**src/rtl/sys_commit_pkg.sv**
```systemverilog
// Shared types and constants for the system-unit commit stage.
// Build option: SYS_COMMIT_MTVAL_EN adds the mtval trap-entry write state.
package sys_commit_pkg;

    localparam int unsigned XLEN        = 32;
    localparam int unsigned SYS_CSR_AW  = 12;
    localparam int unsigned SYS_CAUSE_W = 16;

    localparam logic [SYS_CSR_AW-1:0] CSR_MSTATUS = 12'h300;
    localparam logic [SYS_CSR_AW-1:0] CSR_MEPC    = 12'h341;
    localparam logic [SYS_CSR_AW-1:0] CSR_MCAUSE  = 12'h342;
    localparam logic [SYS_CSR_AW-1:0] CSR_MTVAL   = 12'h343;

    localparam int unsigned MSTATUS_MIE    = 3;
    localparam int unsigned MSTATUS_MPIE   = 7;
    localparam int unsigned MSTATUS_MPP_LO = 11;
    localparam int unsigned MSTATUS_MPP_HI = 12;

    typedef struct packed {
        logic [SYS_CSR_AW-1:0]  csr_addr;
        logic [XLEN-1:0]        this_pc;
        logic [XLEN-1:0]        csr_wdata;
        logic                   csr_update;
        logic                   trap;
        logic [SYS_CAUSE_W-1:0] trap_cause;
        logic [XLEN-1:0]        new_pc;
        logic                   use_new_pc;
    } syswb_tdata_t;

    typedef enum logic [2:0] {
        IDLE,
        CSR_WR,
        TRAP_EPC,
        TRAP_CAUSE,
`ifdef SYS_COMMIT_MTVAL_EN
        TRAP_TVAL,
`endif
        TRAP_STATUS,
        REDIRECT
    } sys_commit_state_e;

endpackage

```
**src/rtl/sys_commit_if.sv**
```systemverilog
// AXI-stream style handshake carrying system-unit results to write-back.
interface axis_if;
    import sys_commit_pkg::*;

    logic         tvalid;
    logic         tready;
    syswb_tdata_t tdata;

    modport m (output tvalid, output tdata, input tready);
    modport s (input tvalid, input tdata, output tready);

endinterface

```
**src/rtl/sys_commit_cause.sv**
```systemverilog
// Maps a one-hot trap cause vector to the mcause exception code (lowest bit wins).
module cause_encoder
    import sys_commit_pkg::*;
#(
    parameter int unsigned CAUSE_W = SYS_CAUSE_W
) (
    input  logic [CAUSE_W-1:0] trap_cause,
    output logic [XLEN-1:0]    mcause
);

    logic found;

    // An all-zero vector yields code 0 with the interrupt bit clear.
    always_comb begin
        mcause = '0;
        found  = 1'b0;
        for (int unsigned i = 0; i < CAUSE_W; i++) begin
            if (!found && trap_cause[i]) begin
                mcause = XLEN'(i);
                found  = 1'b1;
            end
        end
    end

endmodule

```
**src/rtl/sys_commit.sv**
```systemverilog
// Commits system-unit results: CSR write-back, trap entry and PC redirect.
// Build option: SYS_COMMIT_MTVAL_EN inserts an mtval=0 write after mcause.
module sys_commit
    import sys_commit_pkg::*;
#(
    parameter int unsigned CSR_AW  = SYS_CSR_AW,
    parameter int unsigned CAUSE_W = SYS_CAUSE_W
) (
    input  logic              clk,
    input  logic              rst,
    axis_if.s                 syswb_axis_if,
    output logic              csr_we,
    output logic [CSR_AW-1:0] csr_waddr,
    output logic [XLEN-1:0]   csr_wdata,
    input  logic [XLEN-1:0]   mstatus_rdata,
    output logic              redirect_valid,
    output logic [XLEN-1:0]   redirect_pc,
    output logic              invalidate,
    output logic              retire
);

    sys_commit_state_e state;
    syswb_tdata_t      beat_q;
    syswb_tdata_t      beat_in;
    logic              tready_q;
    logic              handshake;
    logic [XLEN-1:0]   mcause_code;
    logic [XLEN-1:0]   mstatus_next;

    assign syswb_axis_if.tready = tready_q;
    assign beat_in              = syswb_axis_if.tdata;
    assign handshake            = syswb_axis_if.tvalid && tready_q;

    cause_encoder #(.CAUSE_W(CAUSE_W)) u_cause_encoder (
        .trap_cause (beat_q.trap_cause),
        .mcause     (mcause_code)
    );

    always_comb begin
        mstatus_next                                = mstatus_rdata;
        mstatus_next[MSTATUS_MPIE]                  = mstatus_rdata[MSTATUS_MIE];
        mstatus_next[MSTATUS_MIE]                   = 1'b0;
        mstatus_next[MSTATUS_MPP_HI:MSTATUS_MPP_LO] = 2'b11;
    end

    // Outputs are loaded on the edge that enters a state, so they are valid
    // for exactly the cycle spent in that state. tready stays low during the
    // cycle a retire pulse is shown in IDLE, so a beat is never overlapped.
    always_ff @(posedge clk) begin
        if (rst) begin
            state          <= IDLE;
            beat_q         <= '0;
            tready_q       <= 1'b0;
            csr_we         <= 1'b0;
            csr_waddr      <= '0;
            csr_wdata      <= '0;
            redirect_valid <= 1'b0;
            redirect_pc    <= '0;
            invalidate     <= 1'b0;
            retire         <= 1'b0;
        end else begin
            tready_q       <= 1'b0;
            csr_we         <= 1'b0;
            csr_waddr      <= '0;
            csr_wdata      <= '0;
            redirect_valid <= 1'b0;
            redirect_pc    <= '0;
            invalidate     <= 1'b0;
            retire         <= 1'b0;
            case (state)
                IDLE: begin
                    if (handshake) begin
                        beat_q <= beat_in;
                        if (beat_in.trap) begin
                            state     <= TRAP_EPC;
                            csr_we    <= 1'b1;
                            csr_waddr <= CSR_MEPC;
                            csr_wdata <= {beat_in.this_pc[XLEN-1:2], 2'b00};
                        end else if (beat_in.csr_update) begin
                            state     <= CSR_WR;
                            csr_we    <= 1'b1;
                            csr_waddr <= beat_in.csr_addr;
                            csr_wdata <= beat_in.csr_wdata;
                        end else if (beat_in.use_new_pc) begin
                            state          <= REDIRECT;
                            redirect_valid <= 1'b1;
                            invalidate     <= 1'b1;
                            redirect_pc    <= beat_in.new_pc;
                            retire         <= 1'b1;
                        end else begin
                            retire <= 1'b1;
                        end
                    end else begin
                        tready_q <= 1'b1;
                    end
                end
                CSR_WR: begin
                    retire <= 1'b1;
                    if (beat_q.use_new_pc) begin
                        state          <= REDIRECT;
                        redirect_valid <= 1'b1;
                        invalidate     <= 1'b1;
                        redirect_pc    <= beat_q.new_pc;
                    end else begin
                        state <= IDLE;
                    end
                end
                TRAP_EPC: begin
                    state     <= TRAP_CAUSE;
                    csr_we    <= 1'b1;
                    csr_waddr <= CSR_MCAUSE;
                    csr_wdata <= mcause_code;
                end
`ifdef SYS_COMMIT_MTVAL_EN
                TRAP_CAUSE: begin
                    state     <= TRAP_TVAL;
                    csr_we    <= 1'b1;
                    csr_waddr <= CSR_MTVAL;
                    csr_wdata <= '0;
                end
                TRAP_TVAL: begin
                    state     <= TRAP_STATUS;
                    csr_we    <= 1'b1;
                    csr_waddr <= CSR_MSTATUS;
                    csr_wdata <= mstatus_next;
                end
`else
                TRAP_CAUSE: begin
                    state     <= TRAP_STATUS;
                    csr_we    <= 1'b1;
                    csr_waddr <= CSR_MSTATUS;
                    csr_wdata <= mstatus_next;
                end
`endif
                TRAP_STATUS: begin
                    state          <= REDIRECT;
                    redirect_valid <= 1'b1;
                    invalidate     <= 1'b1;
                    redirect_pc    <= beat_q.new_pc;
                end
                REDIRECT: begin
                    state    <= IDLE;
                    tready_q <= 1'b1;
                end
                default: begin
                    state <= IDLE;
                end
            endcase
        end
    end

endmodule
```
**src/flat_wrapper.sv**
```systemverilog
// flat-port wrapper written by rule: the top's interface ports become plain ports
module sys_commit_flat import sys_commit_pkg::*;
#(
    parameter int unsigned CSR_AW  = SYS_CSR_AW,
    parameter int unsigned CAUSE_W = SYS_CAUSE_W
)
  (clk, rst, csr_we, csr_waddr, csr_wdata, mstatus_rdata, redirect_valid, redirect_pc, invalidate, retire, syswb_axis_if_tvalid, syswb_axis_if_tdata, syswb_axis_if_tready);
  axis_if syswb_axis_if_i ();
  input  logic clk;
  input  logic rst;
  output logic csr_we;
  output logic [CSR_AW-1:0] csr_waddr;
  output logic [XLEN-1:0] csr_wdata;
  input  logic [XLEN-1:0] mstatus_rdata;
  output logic redirect_valid;
  output logic [XLEN-1:0] redirect_pc;
  output logic invalidate;
  output logic retire;
  input wire logic [$bits(syswb_axis_if_i.tvalid)-1:0] syswb_axis_if_tvalid;
  input wire logic [$bits(syswb_axis_if_i.tdata)-1:0] syswb_axis_if_tdata;
  output wire logic [$bits(syswb_axis_if_i.tready)-1:0] syswb_axis_if_tready;
  assign syswb_axis_if_i.tvalid = syswb_axis_if_tvalid;
  assign syswb_axis_if_i.tdata = syswb_axis_if_tdata;
  assign syswb_axis_if_tready = syswb_axis_if_i.tready;
  sys_commit #(.CSR_AW(CSR_AW), .CAUSE_W(CAUSE_W)) u_core (.clk(clk), .rst(rst), .syswb_axis_if(syswb_axis_if_i), .csr_we(csr_we), .csr_waddr(csr_waddr), .csr_wdata(csr_wdata), .mstatus_rdata(mstatus_rdata), .redirect_valid(redirect_valid), .redirect_pc(redirect_pc), .invalidate(invalidate), .retire(retire));
endmodule
```
**config.mk**
```make
export PLATFORM = sky130hd
export DESIGN_NAME = sys_commit_flat
export DESIGN_NICKNAME = d
export VERILOG_FILES = /design/src/rtl/sys_commit_pkg.sv /design/src/rtl/sys_commit_if.sv /design/src/rtl/sys_commit_cause.sv /design/src/rtl/sys_commit.sv /design/src/flat_wrapper.sv
export SDC_FILE = /design/constraint.sdc
export NUM_CORES = 1
export LEC_CHECK = 0
export CAP_MARGIN = 10
export CORE_UTILIZATION = 43
export CTS_CLUSTER_DIAMETER = 150
export DETAILED_ROUTE_END_ITERATION = 10
export PLACE_DENSITY = 0.77
export SLEW_MARGIN = 20
export SYNTH_ARGS = -nofsm -noshare
export SYNTH_HDL_FRONTEND = slang
export SYNTH_HIERARCHICAL = 1
export SYNTH_SLANG_ARGS = --single-unit
```
**constraint.sdc**
```tcl
create_clock -name clk -period 2.2 [get_ports clk]
set_clock_uncertainty 0.2 [all_clocks]
set_input_delay 0.22 -clock clk [delete_from_list [all_inputs] [get_ports clk]]
set_output_delay 0.22 -clock clk [all_outputs]
set_load 0.02 [all_outputs]
```
# Word-level counts from Yosys, hierarchy flattened
# Index checks and enable logic that the tools add are counted.
[word_totals]
in_bits = 162
register_bits = 132
wordCells = 119
out_inout_bits = 81
[op_classes]
muxes = 66
eq_ne = 7
reduce_logical = 35
[ops]
columns = ["cell", "count"]
rows = [
  ["two-way mux 32 bit", 22],
  ["one-hot mux 32 bit (3 select lines)", 2],
  ["two-way mux 12 bit", 3],
  ["one-hot mux 12 bit (3 select lines)", 1],
  ["two-way mux 1 bit", 28],
  ["logical AND 1 bit", 16],
  ["zero test 1 bit", 15],
  ["two-way mux 3 bit", 5],
  ["one-hot mux 3 bit (5 select lines)", 1],
  ["== test 3 x 2 -> 1 bit (second input constant)", 2],
  ["== test 3 bit (second input constant)", 2],
  ["one-hot mux 1 bit (2 select lines)", 3],
  ["!= test 4 bit (second input constant)", 1],
  ["AND reduction 2 bit", 2],
  ["== test 3 x 1 -> 1 bit (second input constant)", 1],
  ["zero test 3 bit", 1],
  ["one-hot mux 1 bit (3 select lines)", 1],
  ["!= test 2 x 1 -> 1 bit (second input constant)", 1],
  ["OR reduction 2 bit", 1],
]

# Depth between registers and ports, before layout
[depth]
word_depth = 47
depth_mapped = 7

# Cells and area by module
# Netlist, hierarchy kept.
[by_module_without_submodules]
columns = ["module", "seq_area_each_um2", "area_per_inst_um2", "cells_each", "instances"]
rows = [
  ["sys_commit", 2642.5, 5481.5, 601, 1],
  ["cause_encoder", 0.0, 416.6, 57, 1],
]

# Worst setup path before layout
# Ideal clock, no wire load.
[synth_path]
path_type = "register -> register"
startpoint = "register u_core.tready_q, in the netlist u_core/syswb_axis_if.tready"
endpoint = "register u_core.csr_wdata[13]"
slack_ps = 444
required_time_ps = 1926
t_arrival_ps = 1482
stages_incl_launch_ff = 6
cell_sequence = "dfxtp_1 and4bb_2 buf_2 clkbuf_1 nand4_1 a31oi_1"
[synth_via]
elab_chain_cells = 3
[synth_rtl]
columns = ["item", "line_no", "text"]
rows = [
  ["start, declared", "sys_commit.sv:25", "logic tready_q;"],
  ["start signal, assigned", "sys_commit.sv:53", "tready_q <= 1'b0;"],
  ["start signal, assigned", "sys_commit.sv:62", "tready_q <= 1'b0;"],
  ["start signal, assigned", "sys_commit.sv:94", "tready_q <= 1'b1;"],
  ["logical AND 1 bit", "sys_commit.sv:32", "assign handshake = syswb_axis_if.tvalid && tready_q;"],
  ["two-way mux 32 bit", "sys_commit.sv:72", "if (handshake) begin"],
  ["one-hot mux 32 bit (3 select lines)", "sys_commit.sv:70", "case (state)"],
  ["end signal, assigned", "sys_commit.sv:78", "csr_wdata <= {beat_in.this_pc[XLEN-1:2], 2'b00};"],
  ["end signal, assigned", "sys_commit.sv:83", "csr_wdata <= beat_in.csr_wdata;"],
  ["end signal, assigned", "sys_commit.sv:112", "csr_wdata <= mcause_code;"],
  ["end, declared", "sys_commit.sv:14", "output logic [XLEN-1:0] csr_wdata,"],
]
# Every way passes these cells.
# A chain may end at the register's enable or synchronous reset.

# Worst setup path in the final report
[layout_path]
startpoint = "register u_core/beat_q[45] (netlist name)"
endpoint = "register u_core.csr_wdata[0]"
[layout_via]
elab_chain_cells = 12
[layout_rtl]
columns = ["item", "line_no", "text"]
rows = [
  ["start, declared", "sys_commit.sv:23", "syswb_tdata_t beat_q;"],
  ["start signal, assigned", "sys_commit.sv:73", "beat_q <= beat_in;"],
  ["logical AND 1 bit (*)", "sys_commit_cause.sv:18", "if (!found && trap_cause[i]) begin"],
  ["two-way mux 1 bit", "sys_commit_cause.sv:18", ""],
  ["zero test 1 bit", "sys_commit_cause.sv:18", ""],
  ["logical AND 1 bit", "sys_commit_cause.sv:18", ""],
  ["two-way mux 1 bit", "sys_commit_cause.sv:18", ""],
  ["zero test 1 bit", "sys_commit_cause.sv:18", ""],
  ["logical AND 1 bit", "sys_commit_cause.sv:18", ""],
  ["two-way mux 1 bit", "sys_commit_cause.sv:18", ""],
  ["zero test 1 bit", "sys_commit_cause.sv:18", ""],
  ["logical AND 1 bit", "sys_commit_cause.sv:18", ""],
  ["two-way mux 32 bit (*)", "sys_commit_cause.sv:18", ""],
  ["net u_core.mcause_code[0]", "sys_commit.sv:27", "logic [XLEN-1:0] mcause_code;"],
  ["one-hot mux 32 bit (3 select lines) (*)", "sys_commit.sv:70", ""],
]
# Mark *: on every way through the listed nets, which the timed path passes. The rest lies on a longest branch.

==> results <==
[cells in the mapped netlist (2+ instances only)]
library cell / number
nor4_4: 3
nor3_1: 7
a22o_1: 14
buf_2: 16
buf_1: 7
a211oi_1: 2
nor2b_1: 4
o21a_1: 3
a21boi_0: 2
a22o_2: 18
a21oi_1: 67
nor2_1: 8
inv_1: 5
dfxtp_1: 132
a211o_1: 3
buf_4: 30
buf_6: 4
nand2_1: 34
and2_1: 7
mux2_2: 29
o41ai_1: 2
o21ai_0: 51
o311ai_0: 2
a31oi_1: 29
or3_1: 5
nand2b_1: 2
nand3_1: 50
nand4_1: 59
nand3b_1: 3
clkbuf_1: 43
nor4_1: 4
[state kept, by name, indices dropped and copies added, names as in the netlist]
| name | count |
|---|---|
| u_core/beat_q | 49 |
| u_core/csr_waddr | 12 |
| u_core/csr_wdata | 32 |
| u_core/csr_we | 1 |
| u_core/invalidate | 1 |
| u_core/redirect_pc | 32 |
| u_core/retire | 1 |
| u_core/state | 3 |
| u_core/syswb_axis_if.tready | 1 |
[routing by layer]
layer | track usage | routed length (um) | up-vias | share of wire
met5 | 0 | 0 | - | 0
li1 | - | - | 2811 | -
met4 | 0.150 | 725 | 0 | 0.039
met1 | 0.301 | 7420 | 2894 | 0.39
met2 | 0.448 | 9380 | 279 | 0.50
met3 | 0.0651 | 1270 | 62 | 0.068
[cell usage in the layout (no fill, tap or decap), drive strengths merged, types with 4 or more instances in the layout]
cell type	n
a21oi	67
a22o	32
a31oi	29
and2	7
buf	28
bufinv	4
clkbuf	18
clkdlybuf4s50	236
clkinv	7
conb	28
dfxtp	132
inv	5
mux2	29
nand2	34
nand3	50
nand4	59
nor2	8
nor2b	4
nor3	7
nor4	7
o21ai	51
or3	5
[worst max-delay path: cells and delay by family (launching register included)]
kind | cells | cell delay (ns)
AO/OA/AOI/OAI | 4 | 0.77
flip-flops | 1 | 0.42
multiplexers | 1 | 0.26
AND/OR/NAND/NOR | 2 | 0.20
[where the power goes]
part | internal (uW) | leakage, uW | switching [uW]
sequential | 2500 | 0.00107 | 78.5
combinational | 621 | 0.00177 | 571
clock | 1920 | 0.000302 | 1050
total | 5040 | 0.00315 | 1700
[per-stage QoR]
step | worst slack [ns] | util | std cells
finish | 0.209 | 0.679 | 1056
global placement | 0.131 | 0.632 | 1025
floorplan | 0.444 | - | 685
global route | 0.146 | 0.679 | 1056
CTS | 0.203 | 0.679 | 1056
detailed placement | 0.0768 | 0.632 | 1025
[path summary, 6_finish.rpt]
| path | startpoint | end | slack (ns) | cells after the start |
|---|---|---|---|---|
| setup / recovery | u_core/beat_q[45] | u_core/csr_wdata[0] | 0.21 | 7 |
| hold / removal | syswb_axis_if_tdata[42] | u_core/beat_q[42] | 0.16 | 3 |
| setup reg to reg | u_core/beat_q[45] | u_core/csr_wdata[0] | 0.21 | 7 |
| hold reg to reg | u_core/beat_q[1] | u_core/redirect_pc[0] | 0.26 | 1 |
[area by class of cell]
type | instances | area (um^2) | area share
clock buffers | 18 | 439 | 0.0486
clock inverters | 12 | 181 | 0.0201
inverters | 5 | 20.0 | 0.00222
multi-input cells | 448 | 2820 | 0.312
flip-flops and latches | 132 | 2650 | 0.293
well taps | 176 | 220 | 0.0244
repair buffers | 265 | 2710 | 0.299
[kinds of logic after synthesis]
logic type | count (synthesis)
AOI/OAI and AO/OA | 200
and+or+nand+nor | 191
DFF | 132
buffers and inverters | 105
muxes | 29
other | 1
==> flow_summary.json <==
{
  "status": "finished clean",
  "synth_compound_area_frac": 0.213,
  "grt-ovfl-total": 0,
  "synth_cell_types": 44,
  "timing.final.crit_share": 0.905,
  "place_area_um2": 8400,
  "yosys_warnings": 6,
  "ys_seq_area_frac": 0.448,
  "grt_max_degree": 51,
  "slowest_stage": "dfxtp_1",
  "synth-xor-area-share": 0,
  "holdCritPathClass": "in2reg",
  "syn_inst": 658,
  "diodes": 0,
  "synth-simple-area-share": 0.188,
  "wl_per_cell_um": 17.8,
  "fill_cells": 1047,
  "hpwl_mm": 12.9,
  "end_kind": "flip-flop",
  "syn_avg_cell_area_um2": 8.96,
  "tritoncts": "yes",
  "ys_ff_latch": 132,
  "initial_core_util": 0.444,
  "grt_pass1_wl_mm": 29.4,
  "final_area_um2": 9030,
  "path_clk_slew_ns": 0.05,
  "slowest_delay_ns": 0.42,
  "synthAdderAreaFrac": 0,
  "clkLatencyLatePin_ns": 0.42,
  "viasPerCell": 5.73,
  "cp-start-kind": "flip-flop",
  "cp.arrival_ns": 2.08,
  "power.leakage_uw": 0.00315,
  "cts_setup_buffers": 0,
  "worstPathRequired_ns": 2.29,
  "maxCapViolCount": 0,
  "finalMaxSlewViolations": 0,
  "setup_tns_ns": 0,
  "async_reset_ff_frac": 0,
  "die_y_um": 119,
  "synth_top_area_cell": "dfxtp_1",
  "grt_pass1_vias": 5885,
  "synth_area_leaders": "dfxtp_1 (45%), nand4_1 (6.3%), a21oi_1 (5.7%), mux2_2 (5.5%), o21ai_0 (4.3%)",
  "muxShareOfSynthArea": 0.0554,
  "holdBufCountCts": 1,
  "cts_resized": 0,
  "whs_ns": 0.160,
  "nets": 1031,
  "synth_edf_count": 0,
  "dieArea_um2": 14200,
  "critPathKind": "reg2reg",
  "antenna_left": 0,
  "synth_top_area_share": 0.448,
  "rows": 42,
  "hold_viol": 0,
  "syn_area_um2": 5900,
  "drtIter0Drc": 581,
  "cts-root-buf": "clkbuf_16",
  "drc": 0,
  "clk_path_buf_depth": 2,
  "core_um2": 13300,
  "vias": 6046,
  "rsz0062_at_grt": "false",
  "powerDensity_nw_per_um2": 746,
  "synth_ff_type": "dfxtp_1",
  "io-pin-count": 243,
  "finalSetupViolations": 0,
  "power.total_uw": 6740,
  "numClockSinks": 132,
  "syn2layout_area_growth_pct": 53.1,
  "drive_gt1_frac": 0.136,
  "cts_made_buffers": 17,
  "io_buffers": 237,
  "max_freq_mhz": 502,
  "vdd_drop_max_mv": 0.521,
  "grt_antenna_before_repair": 0,
  "gp_congestion": 0.835,
  "track_usage": 0.264,
  "die_x_um": 119,
  "firstDrtPassIters": 5,
  "timing.final.crit_period_ns": 1.99,
  "wl_mm": 18.8,
  "synth_top_family_by_area": "compound AO/OA/AOI/OAI gates",
  "path_cells": "nor3b_1, o311ai_0, o41ai_1, o2bb2ai_1, mux2_2, nand2_1, a21oi_1",
  "cts_max_level": 4,
  "worstPathMaxFanout": 6
}
(Power assumes the default switching activity.)
